File: config.mk
export PLATFORM = sky130hd
export DESIGN_NAME = invert_lane_pipe
export DESIGN_NICKNAME = d
export VERILOG_FILES = /design/src/rtl/invert_lane_pipe.sv
export SDC_FILE = /design/constraint.sdc
export NUM_CORES = 1
export LEC_CHECK = 0
export ABC_AREA = 1
export BUFFER_PORTS_ARGS = -buffer_cell sky130_fd_sc_hd__buf_4
export CAP_MARGIN = 20
export CORE_ASPECT_RATIO = 1.1
export CORE_MARGIN = 4
export CORE_UTILIZATION = 40
export CTS_CLUSTER_DIAMETER = 150
export DETAILED_ROUTE_END_ITERATION = 10
export PLACE_DENSITY = 0.58
export SYNTH_ARGS = -nofsm -noshare
export SYNTH_HDL_FRONTEND = slang
export SYNTH_SLANG_ARGS = --single-unit
File: constraint.sdc
create_clock -name clk -period 2 [get_ports clk]
set_input_delay 0.2 -clock clk [delete_from_list [all_inputs] [get_ports clk]]
set_output_delay 0.2 -clock clk [all_outputs]
set_load 0.02 [all_outputs]
File: src/rtl/invert_lane_pipe.sv
// Lane-wise invert / inverted-pair OR / pair XOR / half-compare datapath behind a 2-stage valid/ready pipe.
// Optional out_parity output (even parity of out_data) when INVERT_PIPE_PARITY_EN is defined.
module invert_lane_pipe #(
  parameter int WIDTH = 32,
  parameter int LANE  = 8,
  parameter int CNT_W = 16
) (
  input  logic             clk,
  input  logic             rst,
  input  logic             in_valid,
  output logic             in_ready,
  input  logic [WIDTH-1:0] in_data,
  input  logic [1:0]       in_mode,
  output logic             out_valid,
  input  logic             out_ready,
  output logic [WIDTH-1:0] out_data,
  input  logic             cnt_clr,
  output logic [CNT_W-1:0] match_cnt
`ifdef INVERT_PIPE_PARITY_EN
  ,
  output logic             out_parity
`endif
);

  localparam int N = WIDTH / LANE;
  localparam int H = WIDTH / 2;

  localparam logic [1:0] MODE_INV  = 2'b00;
  localparam logic [1:0] MODE_NORP = 2'b01;
  localparam logic [1:0] MODE_XORP = 2'b10;
  localparam logic [1:0] MODE_HALF = 2'b11;

  logic             s1_valid;
  logic [WIDTH-1:0] s1_data;
  logic [1:0]       s1_mode;
  logic             s2_valid;

  logic [H-1:0]     s1_hi;
  logic [H-1:0]     s1_lo;
  logic [WIDTH-1:0] result;
  logic             s1_eq;

  logic             s2_free;
  logic             s1_adv;
  logic             accept;

  // S2 can take a new beat when empty or when its current beat leaves this cycle.
  assign s2_free   = !s2_valid || out_ready;
  assign s1_adv    = s1_valid && s2_free;
  assign in_ready  = !s1_valid || s1_adv;
  assign accept    = in_valid && in_ready;
  assign out_valid = s2_valid;

  assign s1_hi = s1_data[WIDTH-1:H];
  assign s1_lo = s1_data[H-1:0];
  assign s1_eq = (s1_mode == MODE_HALF) && (s1_hi == s1_lo);

  always_comb begin
    result = '0;
    case (s1_mode)
      MODE_INV: result = ~s1_data;
      MODE_NORP: begin
        for (int i = 0; i < N; i++) begin
          result[i*LANE +: LANE] = ~s1_data[i*LANE +: LANE] | ~s1_data[((i + 1) % N)*LANE +: LANE];
        end
      end
      MODE_XORP: begin
        for (int i = 0; i < N; i++) begin
          result[i*LANE +: LANE] = s1_data[i*LANE +: LANE] ^ s1_data[((i + 1) % N)*LANE +: LANE];
        end
      end
      default: begin
        result[H-1:0] = s1_lo;
        if (s1_hi == s1_lo) begin
          result[WIDTH-1:H] = ~s1_lo;
        end else begin
          result[WIDTH-1:H] = {{(H-1){1'b0}}, ^s1_hi};
        end
      end
    endcase
  end

  always_ff @(posedge clk) begin
    if (rst) begin
      s1_valid <= 1'b0;
      s1_data  <= '0;
      s1_mode  <= MODE_INV;
    end else begin
      if (accept) begin
        s1_valid <= 1'b1;
        s1_data  <= in_data;
        s1_mode  <= in_mode;
      end else if (s1_adv) begin
        s1_valid <= 1'b0;
      end
    end
  end

  always_ff @(posedge clk) begin
    if (rst) begin
      s2_valid <= 1'b0;
      out_data <= '0;
    end else begin
      if (s1_adv) begin
        s2_valid <= 1'b1;
        out_data <= result;
      end else if (out_ready) begin
        s2_valid <= 1'b0;
      end
    end
  end

  // Clear wins over a same-cycle increment; counting stops at all-ones.
  always_ff @(posedge clk) begin
    if (rst) begin
      match_cnt <= '0;
    end else if (cnt_clr) begin
      match_cnt <= '0;
    end else if (s1_adv && s1_eq && (match_cnt != {CNT_W{1'b1}})) begin
      match_cnt <= match_cnt + {{(CNT_W-1){1'b0}}, 1'b1};
    end
  end

`ifdef INVERT_PIPE_PARITY_EN
  always_ff @(posedge clk) begin
    if (rst) begin
      out_parity <= 1'b0;
    end else if (s1_adv) begin
      out_parity <= ^result;
    end
  end
`endif

endmodule

# Word-level counts from Yosys, hierarchy flattened
# Cells that the tools add are included.
totals:
  ff_bits: 84
  inputBits: 39
  wordCells: 46
classes:
  addsub: 1
  n_eq_ne: 5
  mux: 6
  n_bitwise: 14
  reduce_logical: 14
op_table:
  columns: ["op", "n"]
  rows:
  - ["$pmux 32 s3", 1]
  - ["$not 32->32", 1]
  - ["$not 8->8", 4]
  - ["$or 8x8->8", 4]
  - ["$xor 8x8->8", 4]
  - ["$add 16x1->16 const B", 1]
  - ["$eq 16x16->1", 1]
  - ["$mux 16", 1]
  - ["$ne 16x16->1 const B", 1]
  - ["$not 16->16", 1]
  - ["$reduce_xor 16->1", 1]
  - ["$logic_and 1x1->1", 5]
  - ["$eq 2x2->1 const B", 2]
  - ["$mux 1", 4]
  - ["$reduce_bool 2->1", 2]
  - ["$eq 2x1->1 const B", 1]
  - ["$logic_not 1->1", 2]
  - ["$logic_not 2->1", 1]
  - ["$logic_or 1x1->1", 2]
  - ["$reduce_or 2->1", 1]

# Depth between registers and ports, before layout
# Gate-level depths: netlist of the first run.
logic_depth:
  word_depth: 6
  ltp_mapped: 13
  mapped_depth_nobuf: 13

# Worst setup path before layout of the first run
# OpenSTA, ideal clock, no wires.
synth_path:
  kind: "register to register"
  start: "register match_cnt[0]"
  end: "register match_cnt[4]"
  arrival_ns: 1.729
  path_slack_ns: 0.200
  stages_incl_launch_ff: 10
  n_path_buf: 0
  synth_period_minus_slack_ns: 1.800
  path_cell_list: "dfxtp_1 -> ha_1 -> nand2_1 -> nor2_4 -> nand2_1 -> nor2_1 -> nand3_2 -> nand3_2 -> nand2_1 -> a21oi_1"
synth_via:
  elab_chain_cells: 2
  word_cells_on_any_way: 3
  cone_classes: "1 x add/sub; 1 x eq/ne; 1 x reduce/logical"
synth_lines:
  columns: ["item", "line_no", "text"]
  rows:
  - ["from (decl)", "18", "output logic [CNT_W-1:0] match_cnt"]
  - ["from (signal assigned)", "120", "match_cnt <= match_cnt + {{(CNT_W-1){1'b0}}, 1'b1};"]
  - ["parallel branches: the longest is 2 deep, another holds $add 16x1->16", null, null]
# Parallel ways; which one is timed is not known.
# A chain may end at the register's enable or synchronous reset.

# Worst setup path in the final report of the first run
layout_path:
  start: "register s1_data[7]"
  end: "register match_cnt[6]"
layout_via:
  elab_chain_cells: 4
layout_lines:
  columns: ["item", "line_no", "text"]
  rows:
  - ["from (decl)", "34", "logic [WIDTH-1:0] s1_data;"]
  - ["from (signal assigned)", "91", "s1_data <= in_data;"]
  - ["$eq 16x16->1", "56", "assign s1_eq = (s1_mode == MODE_HALF) && (s1_hi == s1_lo);"]
  - ["$logic_and 1x1->1", "56", null]
  - ["$logic_and 1x1->1 (2 in a row)", "119", "end else if (s1_adv && s1_eq && (match_cnt != {CNT_W{1'b1}})) begin"]
# Every way passes these cells.

==> flow_summary_export.csv, run 1 <==
group,metric,value,unit
status,status,"completed",
worst_setup_path,arrival,2090,ps
clock_network,cts_tree,"done",
synthesis,yosysWarnings,0,
clock_network,h-tree-depth,3,
sta,fin_setup_tns,0,ps
job,max_cap_viol_count,0,
global_route,grt_max_degree,69,
routing,via_per_inst,5.31,
clock_network,cts-root-buf,"clkbuf_16",
power,p_leak,2.72,nW
synthesis,synth_edf_count,0,
synthesis,async_reset_ff_share,0,%
sta,fmax,542,MHz
synthesis,ys.flop_type,"dfxtp_1",
clock_network,clock_sinks,84,
floorplanning,ioPinCount,89,
placed_design,place_congestion,0.948,
sta,tightest_slew,496,ps
synthesis,yosysSeqAreaShare,34.8,%
routing,vias,4945,
routing,avgRoutedWirePerCell,15.7,um
power,irDropWorstVdd,0.462,mV
synthesis,yosys.area.top_type,"dfxtp_1",
sta,skew,5.30,ps
power,p_int,0.00305,W
global_route,grt_first_pass_wirelength,24100,um
finish,area_growth,25.9,%
worst_setup_path,end_kind,"flop",
synthesis,ys_ff_latch,84,
synthesis,synth_cell_types,32,
routing,drt_iter0_drc,302,
routing,drc,0,
synthesis,netlist_area,4840,um2
power,p_clk_share,36.1,%
hold_path,min_path_type,"in2reg",
routing,ant_nets,0,
global_route,grt_pass1_vias,4741,
placed_design,dp_cells,913,
sta,post-route-period-util,92.3,%
global_route,grt.overflow.total,0,
floorplanning,die_height,123,um
sta,fin_crit,1850,ps
floorplanning,core-area,11600,um2
floorplanning,rows,41,
synthesis,synth_common_cells,"nand2_1, dfxtp_1, o21ai_0, a21oi_1, nor2_1",
sta,fin_ws,154,ps
synthesis,yosysMostFrequentCell,"nand2_1",
finish,layout-drive-gt1-share,21.0,%
power,comb_power_share,20.6,%
worst_setup_path,required,2240,ps
placed_design,numPortBuffers,88,
placed_design,dpl-instance-area,5770,um2
finish,instances_no_fill,931,
synthesis,synth_area_per_cell,7.06,um2
clock_network,clock_latency,350,ps
synthesis,synth_top_area_share,34.8,%
finish,final_area,6090,um2
placed_design,dp_hpwl,10600,um
routing,firstDrtPassIters,5,
worst_setup_path,path_max_fanout,5,
synthesis,netlist_instances,685,
placed_design,pre_cts_slack,86.9,ps
clock_network,cts_made_buffers,9,
finish,num_antenna_cells,0,
power,switching_share,30.0,%
floorplanning,die_w,113,um
global_route,grt_antenna_before_repair,0,
global_route,grt.total_usage,21.6,%
worst_setup_path,startpoint_type,"flop",
sta,final-max-slew-violation-count,0,
clock_network,clock_path_buffers,2,
clock_network,path_clk_slew,60,ps
floorplanning,initial_core_util,41.5,%
synthesis,synth_nets,757,
floorplanning,die_area,13900,um2
sta,finalSetupViolCount,0,
finish,fin_nets,849,
power,switchingPower,0.00131,W
power,powerDensity,715,nW/um2
routing,drt-total-wl,14600,um
sta,slew_headroom,66.6,%
sta,hold_viol_final,0,
worst_setup_path,criticalPathCategory,"reg2reg",
clock_network,postCtsHoldBufs,0,
power,seqPwrFrac,43.4,%
synthesis,synth_area_leaders,"dfxtp_1, nand2_1, ha_1, o21ai_0, a21oi_1",
==> cell usage in the layout, fill, tap and decap left out, types with 2 or more instances in the layout <==
master,Yosys,final
xnor2_1,7,7
clkbuf_1,26,2
nand4_1,14,14
clkinv_2,0,2
a21oi_1,63,63
nand2_1,179,178
nand3_1,10,10
inv_2,9,9
xor2_1,11,11
dfxtp_2,0,12
clkbuf_16,0,9
a221oi_1,14,14
buf_12,0,4
clkbuf_8,0,2
nor2_4,2,2
dfxtp_1,84,72
nor2_1,55,54
a31oi_1,26,26
clkinv_1,2,2
o21ai_0,69,69
nand3_4,0,2
buf_4,1,109
o22ai_1,9,9
ha_1,33,32
nor3_1,3,3
o221ai_1,9,9
nand2_2,2,3
nor2_2,3,4
inv_1,40,40
==> final cells by class <==
| type | instances | area (um2) |
|---|---|---|
| fill | 1160 | 5550 |
| multi-input combinational | 517 | 2840 |
| sequential | 84 | 1700 |
| timing repair buffer | 114 | 903 |
| clock buffer | 13 | 260 |
| inverter | 51 | 191 |
| tap | 150 | 188 |
| clock inverter | 2 | 10.0 |
==> cells by family (layout without fill, tap and decap cells) <==
logic type | after synthesis | after routing | synth area share (%)
buffers and inverters | 84 | 180 | 6.93
AO/OA/AOI/OAI | 190 | 190 | 22.3
adder cells (fa/ha/maj) | 33 | 33 | 8.54
XOR/XNOR | 18 | 18 | 3.26
flip-flops | 84 | 84 | 34.8
AND/OR/NAND/NOR | 276 | 276 | 24.2
==> stage by stage <==
stage | power, W | utilization, % | hold slack, ps
floorplan | 0.00246 | - | 269
global placement | 0.00281 | 49.5 | 457
detailed placement | 0.00282 | 49.5 | 463
CTS | 0.00439 | 51.8 | 131
global route | 0.00460 | 52.3 | 140
finish | 0.00436 | 52.3 | 142
==> sequential cells by signal, summed over array words and instances (netlist names) <==
signal / flops
s1_valid: 1
out_valid: 1
s1_mode: 2
match_cnt: 16
out_data: 32
s1_data: 32
==> per-layer routing <==
| metal | up-vias | GRT usage, % | part of all wire (%) |
|---|---|---|---|
| met5 | - | 0 | 0 |
| met4 | 0 | 9.92 | 3.3 |
| met3 | 24 | 3.96 | 4.1 |
| met2 | 98 | 34.2 | 46 |
| met1 | 2280 | 28.8 | 47 |
| li1 | 2543 | - | - |
==> power by group through the flow <==
| stage | registers, W | clock network, W | logic, W |
|---|---|---|---|
| 4_1_cts | 0.00189 | 0.00160 | 0.000900 |
| 3_3_place_gp | 0.00192 | 0 | 0.000888 |
| 3_5_place_dp | 0.00192 | 0 | 0.000896 |
| 6_report | 0.00189 | 0.00157 | 0.000896 |
| 5_1_grt | 0.00190 | 0.00168 | 0.00102 |
| 2_1_floorplan | 0.00196 | 0 | 0.000498 |
==> worst max-delay path, stage by stage (launching register included) <==
cell,delay (ps)
dfxtp_1,420
inv_1,150
nand2_1,90
nand2_1,70
nor2_1,100
nand2_1,60
nor2_2,150
nand2_4,100
nor2_4,190
clkbuf_2,210
nand4_1,90
nand2_1,70
nor2_1,40
==> path summary, 6_finish.rpt <==
path	start	cells after the start	to	slack, ps
worst min register to register	out_data[3]$_SDFFE_PP0P_	2	out_data[3]$_SDFFE_PP0P_	470
worst max-delay path	s1_data[7]$_SDFFE_PP0P_	12	match_cnt[6]$_SDFFE_PP0P_	150
worst min-delay path	in_data[21]	3	s1_data[21]$_SDFFE_PP0P_	140
worst max register to register	s1_data[7]$_SDFFE_PP0P_	12	match_cnt[6]$_SDFFE_PP0P_	150
==> what timing repair did <==
action,in CTS,in global routing
resized for setup,0,16
buffers inserted,0,3
endpoints found under the setup margin,0,15
(Power assumes the default switching activity.)
==> run 2, diff against run 1 <==
==> constraint.sdc (replaced) <==
create_clock -name clk -period 2.05 [get_ports clk]
set_input_delay 0.205 -clock clk [delete_from_list [all_inputs] [get_ports clk]]
set_output_delay 0.205 -clock clk [all_outputs]
set_load 0.02 [all_outputs]
==> run 2 against run 1 <==
Against the previous run: final cell count is 0.64% higher; first-iteration DRC count is 4.3% higher; wire length is 0.64% higher; clock skew is 0.54 ps higher; combinational power is 3.7% lower; register-to-register slack hardly changed; clock power is 14% higher; count of clock-buffer cells in the layout is 3 lower; utilization is 0.50 points higher; sequential share of layout area is 0.45 points lower; via count is 0.47% higher; fmax is 2.7% lower; critical endpoint is now match_cnt[10]$_SDFFE_PP0P_; largest power group unchanged.
==> flow_summary_export.csv, run 2 (synthesis gave the netlist of run 1 again) <==
group,metric,value,unit
status,status,"completed",
finish,fin_nets,854,
finish,num_antenna_cells,0,
hold_path,min_path_type,"in2reg",
worst_setup_path,crit-reg2reg-launch,"s1_data[19]$_SDFFE_PP0P_",
finish,layout-drive-gt1-share,20.5,%
global_route,grt.total_usage,21.1,%
sta,final-max-slew-violation-count,0,
placed_design,dpl-instance-area,5750,um2
finish,finish.utilization,52.8,%
hold_path,min_path_cells,3,
sta,slew_headroom,67.9,%
worst_setup_path,criticalPathCategory,"reg2reg",
worst_setup_path,required,2320,ps
global_route,grt_antenna_before_repair,0,
floorplanning,initial_core_util,41.5,%
worst_setup_path,arrival,2170,ps
clock_network,cts_tree,"done",
power,irDropWorstVdd,0.475,mV
clock_network,h-tree-depth,3,
floorplanning,die_area,13900,um2
power,p_clk_share,39.7,%
clock_network,cts_made_buffers,9,
global_route,grt.overflow.total,0,
hold_path,min_to,"s1_data[9]$_SDFFE_PP0P_",
finish,layout_commonest_cell,"nand2_1",
power,p_leak,2.76,nW
routing,via_per_inst,5.30,
global_route,grt_first_pass_wirelength,23700,um
power,p_int,0.00319,W
floorplanning,die_w,113,um
clock_network,clock_sinks,84,
routing,avgRoutedWirePerCell,15.7,um
sta,hold_viol_final,0,
power,comb_power_share,19.2,%
sta,post-route-period-util,92.5,%
placed_design,place_congestion,0.903,
finish,reg_top3,"out_data: 32 flops, s1_data: 32 flops, match_cnt: 16 flops",
hold_path,hold_start,"in_data[9]",
clock_network,clock_latency,340,ps
sta,hold_ws,141,ps
floorplanning,core-area,11600,um2
worst_setup_path,startpoint_type,"flop",
worst_setup_path,r2r_cells,11,
sta,finalSetupViolCount,0,
routing,drc,0,
floorplanning,die_height,123,um
routing,drt_iter0_drc,315,
worst_setup_path,end_kind,"flop",
clock_network,postCtsHoldBufs,0,
clock_network,cts-root-buf,"clkbuf_16",
floorplanning,rows,41,
sta,skew,5.84,ps
placed_design,numPortBuffers,88,
global_route,grt_max_degree,69,
power,fin_total_pwr,0.00449,W
sta,fmax,527,MHz
routing,ant_nets,0,
worst_setup_path,reg2reg_slack,150,ps
sta,tightest_slew,476,ps
power,switchingPower,0.00130,W
worst_setup_path,r2r-end,"match_cnt[10]$_SDFFE_PP0P_",
power,switching_share,29.0,%
power,powerDensity,730,nW/um2
routing,firstDrtPassIters,5,
floorplanning,ioPinCount,89,
worst_setup_path,path_max_fanout,7,
finish,final_area,6150,um2
job,max_cap_viol_count,0,
finish,layout_common_cells,"nand2_1, buf_4, dfxtp_1, o21ai_0, a21oi_1",
clock_network,path_clk_slew,60,ps
routing,vias,4968,
clock_network,clock_path_buffers,2,
power,seqPwrFrac,41.0,%
finish,fillers,1152,
placed_design,dp_hpwl,10600,um
finish,area_growth,27.2,%
sta,fin_crit,1900,ps
routing,drt-total-wl,14700,um
global_route,grt_pass1_vias,4700,
[run 2: cell types whose count changed in the layout (fill, tap and decap cells not counted), sizes merged]
cell      before  now
buf          113  118
bufinv         0    2
clkbuf        14   10
clkinv         4    3
clkinvlp       0    3
nor2          61   62
[run 2: power by group through the flow]
| stage | Sequential [W] | Clock (W) | Combinational [W] |
|---|---|---|---|
| detailed placement | 0.00188 | 0 | 0.000861 |
| global placement | 0.00187 | 0 | 0.000853 |
| floorplan | 0.00191 | 0 | 0.000486 |
| finish | 0.00184 | 0.00179 | 0.000863 |
| global route | 0.00186 | 0.00189 | 0.000976 |
| CTS | 0.00184 | 0.00182 | 0.000866 |
[run 2: what timing repair did]
item / CTS / global route
endpoints found under the setup margin: 0 / 11
setup buffers: 0 / 8
gates resized for setup: 0 / 4
[run 2: metal layers]
metal | track usage (%) | vias to the layer above | routed length, um
met1 | 28.0 | 2297 | 6800
met2 | 33.9 | 106 | 6900
li1 | - | 2552 | -
met4 | 7.81 | 0 | 314
met5 | 0 | - | 0
met3 | 4.45 | 13 | 702
[run 2: how the worst max path moves through the flow]
stage                                 endpoint                 startpoint
CTS                 match_cnt[10]$_SDFFE_PP0P_  match_cnt[0]$_SDFFE_PP0P_
global route        match_cnt[14]$_SDFFE_PP0P_   s1_data[19]$_SDFFE_PP0P_
detailed placement  match_cnt[10]$_SDFFE_PP0P_  match_cnt[0]$_SDFFE_PP0P_
global placement    match_cnt[13]$_SDFFE_PP0P_  match_cnt[0]$_SDFFE_PP0P_
finish              match_cnt[10]$_SDFFE_PP0P_   s1_data[19]$_SDFFE_PP0P_
floorplan            match_cnt[4]$_SDFFE_PP0P_  match_cnt[0]$_SDFFE_PP0P_
[run 2: worst max-delay path, cell delays in order, from the launching register on]
cell and delay (ps):
dfxtp_1 520, inv_2 60, nand2_1 60, nand2_1 70
nor2_1 140, nand2_1 90, nor2_2 150, nand2_4 120
nor2_8 200, buf_4 170, nand4_1 80, a21oi_1 170
[run 2: cell type report]
cell class              instances  area [um2]  area share [%]
multi-input cells             518        2840            46.1
flip-flops and latches         84        1690            27.4
repair buffers                118         923            15.0
clock buffers                  10         239            3.89
inverters                      51         191            3.11
well taps                     150         188            3.05
clock inverters                 6        87.6            1.42
[run 2: stage by stage]
step,cells,setup WS (ps),TNS [ps]
after floorplan,685,250,0
after global placement,912,156,0
after detailed placement,912,114,0
after CTS,928,93.7,0
after global routing,937,-0.168,-0.168
final,937,154,0
==> run 3, diff against run 2 <==
--- a/config.mk
+++ b/config.mk
@@ -6,7 +6,7 @@
 export NUM_CORES = 1
 export LEC_CHECK = 0
 export ABC_AREA = 1
-export BUFFER_PORTS_ARGS = -buffer_cell sky130_fd_sc_hd__buf_4
+export BUFFER_PORTS_ARGS = -buffer_cell sky130_fd_sc_hd__clkbuf_2
 export CAP_MARGIN = 20
 export CORE_ASPECT_RATIO = 1.1
 export CORE_MARGIN = 4
==> constraint.sdc (replaced) <==
create_clock -name clk -period 2.05 [get_ports clk]
set_input_delay 0.3075 -clock clk [delete_from_list [all_inputs] [get_ports clk]]
set_output_delay 0.3075 -clock clk [all_outputs]
set_load 0.02 [all_outputs]
==> run 3 against run 2 <==
Against the previous run: sequential share of layout area rose by 1.1 points; global-route usage increased by 1.2 points; count of clock-buffer cells in the layout increased by 1; final area is 3.9% lower; total power down 0.77%; utilization fell by 2.0 points; worst hold slack better by 86 ps; register-to-register slack improved by 20 ps; largest power group unchanged; largest cell class unchanged; clock power barely moved; sequential cell count unchanged; setup slack improved by 20 ps.
==> flow_summary_export.csv, run 3 (synthesis gave the netlist of run 1 again) <==
group,metric,value,unit
status,status,"completed",
global_route,grt.total_usage,22.3,%
finish,instances_no_fill,936,
finish,layout-drive-gt1-share,20.2,%
routing,firstDrtPassIters,5,
placed_design,dpl-instance-area,5540,um2
placed_design,numPortBuffers,88,
sta,hold_viol_final,0,
power,irDropWorstVdd,0.437,mV
power,p_int,0.00317,W
routing,drc,0,
floorplanning,die_w,113,um
routing,vias,5025,
sta,post-route-period-util,91.5,%
floorplanning,die_height,123,um
worst_setup_path,path_max_fanout,8,
floorplanning,ioPinCount,89,
global_route,top_usage_layer,"met2",
routing,drt-total-wl,15000,um
routing,avgRoutedWirePerCell,16.0,um
clock_network,clock_sinks,84,
placed_design,dp_hpwl,11000,um
routing,drt_iter0_drc,249,
finish,fillers,1177,
worst_setup_path,end_kind,"flop",
job,max_cap_viol_count,0,
global_route,use_met2,37.0,%
worst_setup_path,required,2340,ps
power,comb_power_share,18.7,%
worst_setup_path,r2r_cells,11,
floorplanning,initial_core_util,41.5,%
sta,finalSetupViolCount,0,
finish,layout_common_cells,"nand2_1, clkbuf_2, dfxtp_1, o21ai_0, a21oi_1",
routing,ant_nets,0,
routing,via_per_inst,5.37,
sta,final-max-slew-violation-count,0,
finish,area_growth,22.2,%
worst_setup_path,startpoint_type,"flop",
power,powerDensity,754,nW/um2
power,switchingPower,0.00129,W
clock_network,cts_tree,"done",
global_route,grt_pass1_vias,4973,
clock_network,cts-root-buf,"clkbuf_16",
clock_network,h-tree-depth,3,
sta,fmax,533,MHz
global_route,grt_antenna_before_repair,0,
power,switching_share,28.9,%
global_route,grt_util_met3,5.19,%
finish,final_area,5910,um2
hold_path,min_path_cells,3,
sta,skew,7.36,ps
placed_design,dp_cells,917,
finish,num_antenna_cells,0,
global_route,grt.overflow.total,0,
floorplanning,die_area,13900,um2
clock_network,clock_latency,350,ps
finish,layout_commonest_cell,"nand2_1",
finish,reg_top3,"out_data: 32 flops, s1_data: 32 flops, match_cnt: 16 flops",
sta,fin_crit,1880,ps
power,p_leak,2.69,nW
clock_network,path_clk_slew,60,ps
sta,tightest_slew,510,ps
floorplanning,core-area,11600,um2
clock_network,clock_path_buffers,2,
global_route,grt_first_pass_wirelength,24700,um
clock_network,cts_made_buffers,9,
hold_path,min_path_type,"in2reg",
floorplanning,rows,41,
global_route,met1_usage,28.0,%
worst_setup_path,arrival,2160,ps
power,seqPwrFrac,41.2,%
global_route,grt_max_degree,57,
worst_setup_path,criticalPathCategory,"reg2reg",
finish,fin_nets,854,
placed_design,place_congestion,0.864,
sta,slew_headroom,65.8,%
power,p_clk_share,40.1,%
## run 3: cell types whose count changed in the layout (fill, tap and decap cells not counted), sizes merged
cell / delta
nor2: -1
clkbuf: +89
buf: -87
clkinvlp: -2
## run 3: worst paths after layout
path,from,end,slack (ps)
worst max-delay path,s1_data[31]$_SDFFE_PP0P_,match_cnt[8]$_SDFFE_PP0P_,170
worst min-delay path,in_data[2],s1_data[2]$_SDFFE_PP0P_,230
worst max register to register,s1_data[31]$_SDFFE_PP0P_,match_cnt[8]$_SDFFE_PP0P_,170
worst min register to register,out_data[12]$_SDFFE_PP0P_,out_data[12]$_SDFFE_PP0P_,460
## run 3: layer usage
metal | up-vias | wire length [um]
li1 | 2550 | -
met1 | 2322 | 6690
met2 | 128 | 7140
met3 | 25 | 777
met4 | 0 | 351
met5 | - | 0
## run 3: repair_timing
| action | 4_1_cts | 5_1_grt |
|---|---|---|
| endpoints found under the setup margin | 0 | 13 |
| gates resized for setup | 0 | 4 |
| endpoints found under the hold margin | 0 | 0 |
| buffers inserted | 0 | 4 |
| hold buffers | 0 | 0 |
## run 3: cell type report
type | instances | area [um2] | share of cell area (%)
sequential | 84 | 1680 | 28.5
clock buffer | 11 | 253 | 4.27
multi-input combinational | 517 | 2840 | 48.0
timing repair buffer | 119 | 686 | 11.6
tap | 150 | 188 | 3.17
clock inverter | 4 | 72.6 | 1.23
inverter | 51 | 191 | 3.24
## run 3: worst max-delay path, cell delays in order, from the launching register on
cell and delay (ps):
dfxtp_1 450, inv_1 150, nand2_1 80, nand2_1 90, nor2_1 110, nand2_1 60
nor2_2 120, nand2_4 100, nor2_8 210, buf_4 170, nand4_1 90, a21oi_1 170
## run 3: power groups by stage
stage	Clock [W]	Sequential, W	Combinational, W
finish	0.00179	0.00184	0.000832
global route	0.00189	0.00185	0.000949
CTS	0.00183	0.00184	0.000837
detailed placement	0	0.00187	0.000829
global placement	0	0.00187	0.000818
floorplan	0	0.00191	0.000486
## run 3: metrics by stage
step / hold slack [ps] / TNS, ps / utilization (%) / setup slack, ps / total power, W
2_1_floorplan: 377 / 0 / - / 250 / 0.00240
3_5_place_dp: 454 / 0 / 47.6 / 84.8 / 0.00270
3_3_place_gp: 457 / 0 / 47.6 / 120 / 0.00268
5_1_grt: 244 / -1.33 / 50.8 / -1.33 / 0.00469
6_report: 227 / 0 / 50.8 / 174 / 0.00446
4_1_cts: 220 / 0 / 50.4 / 79.0 / 0.00451
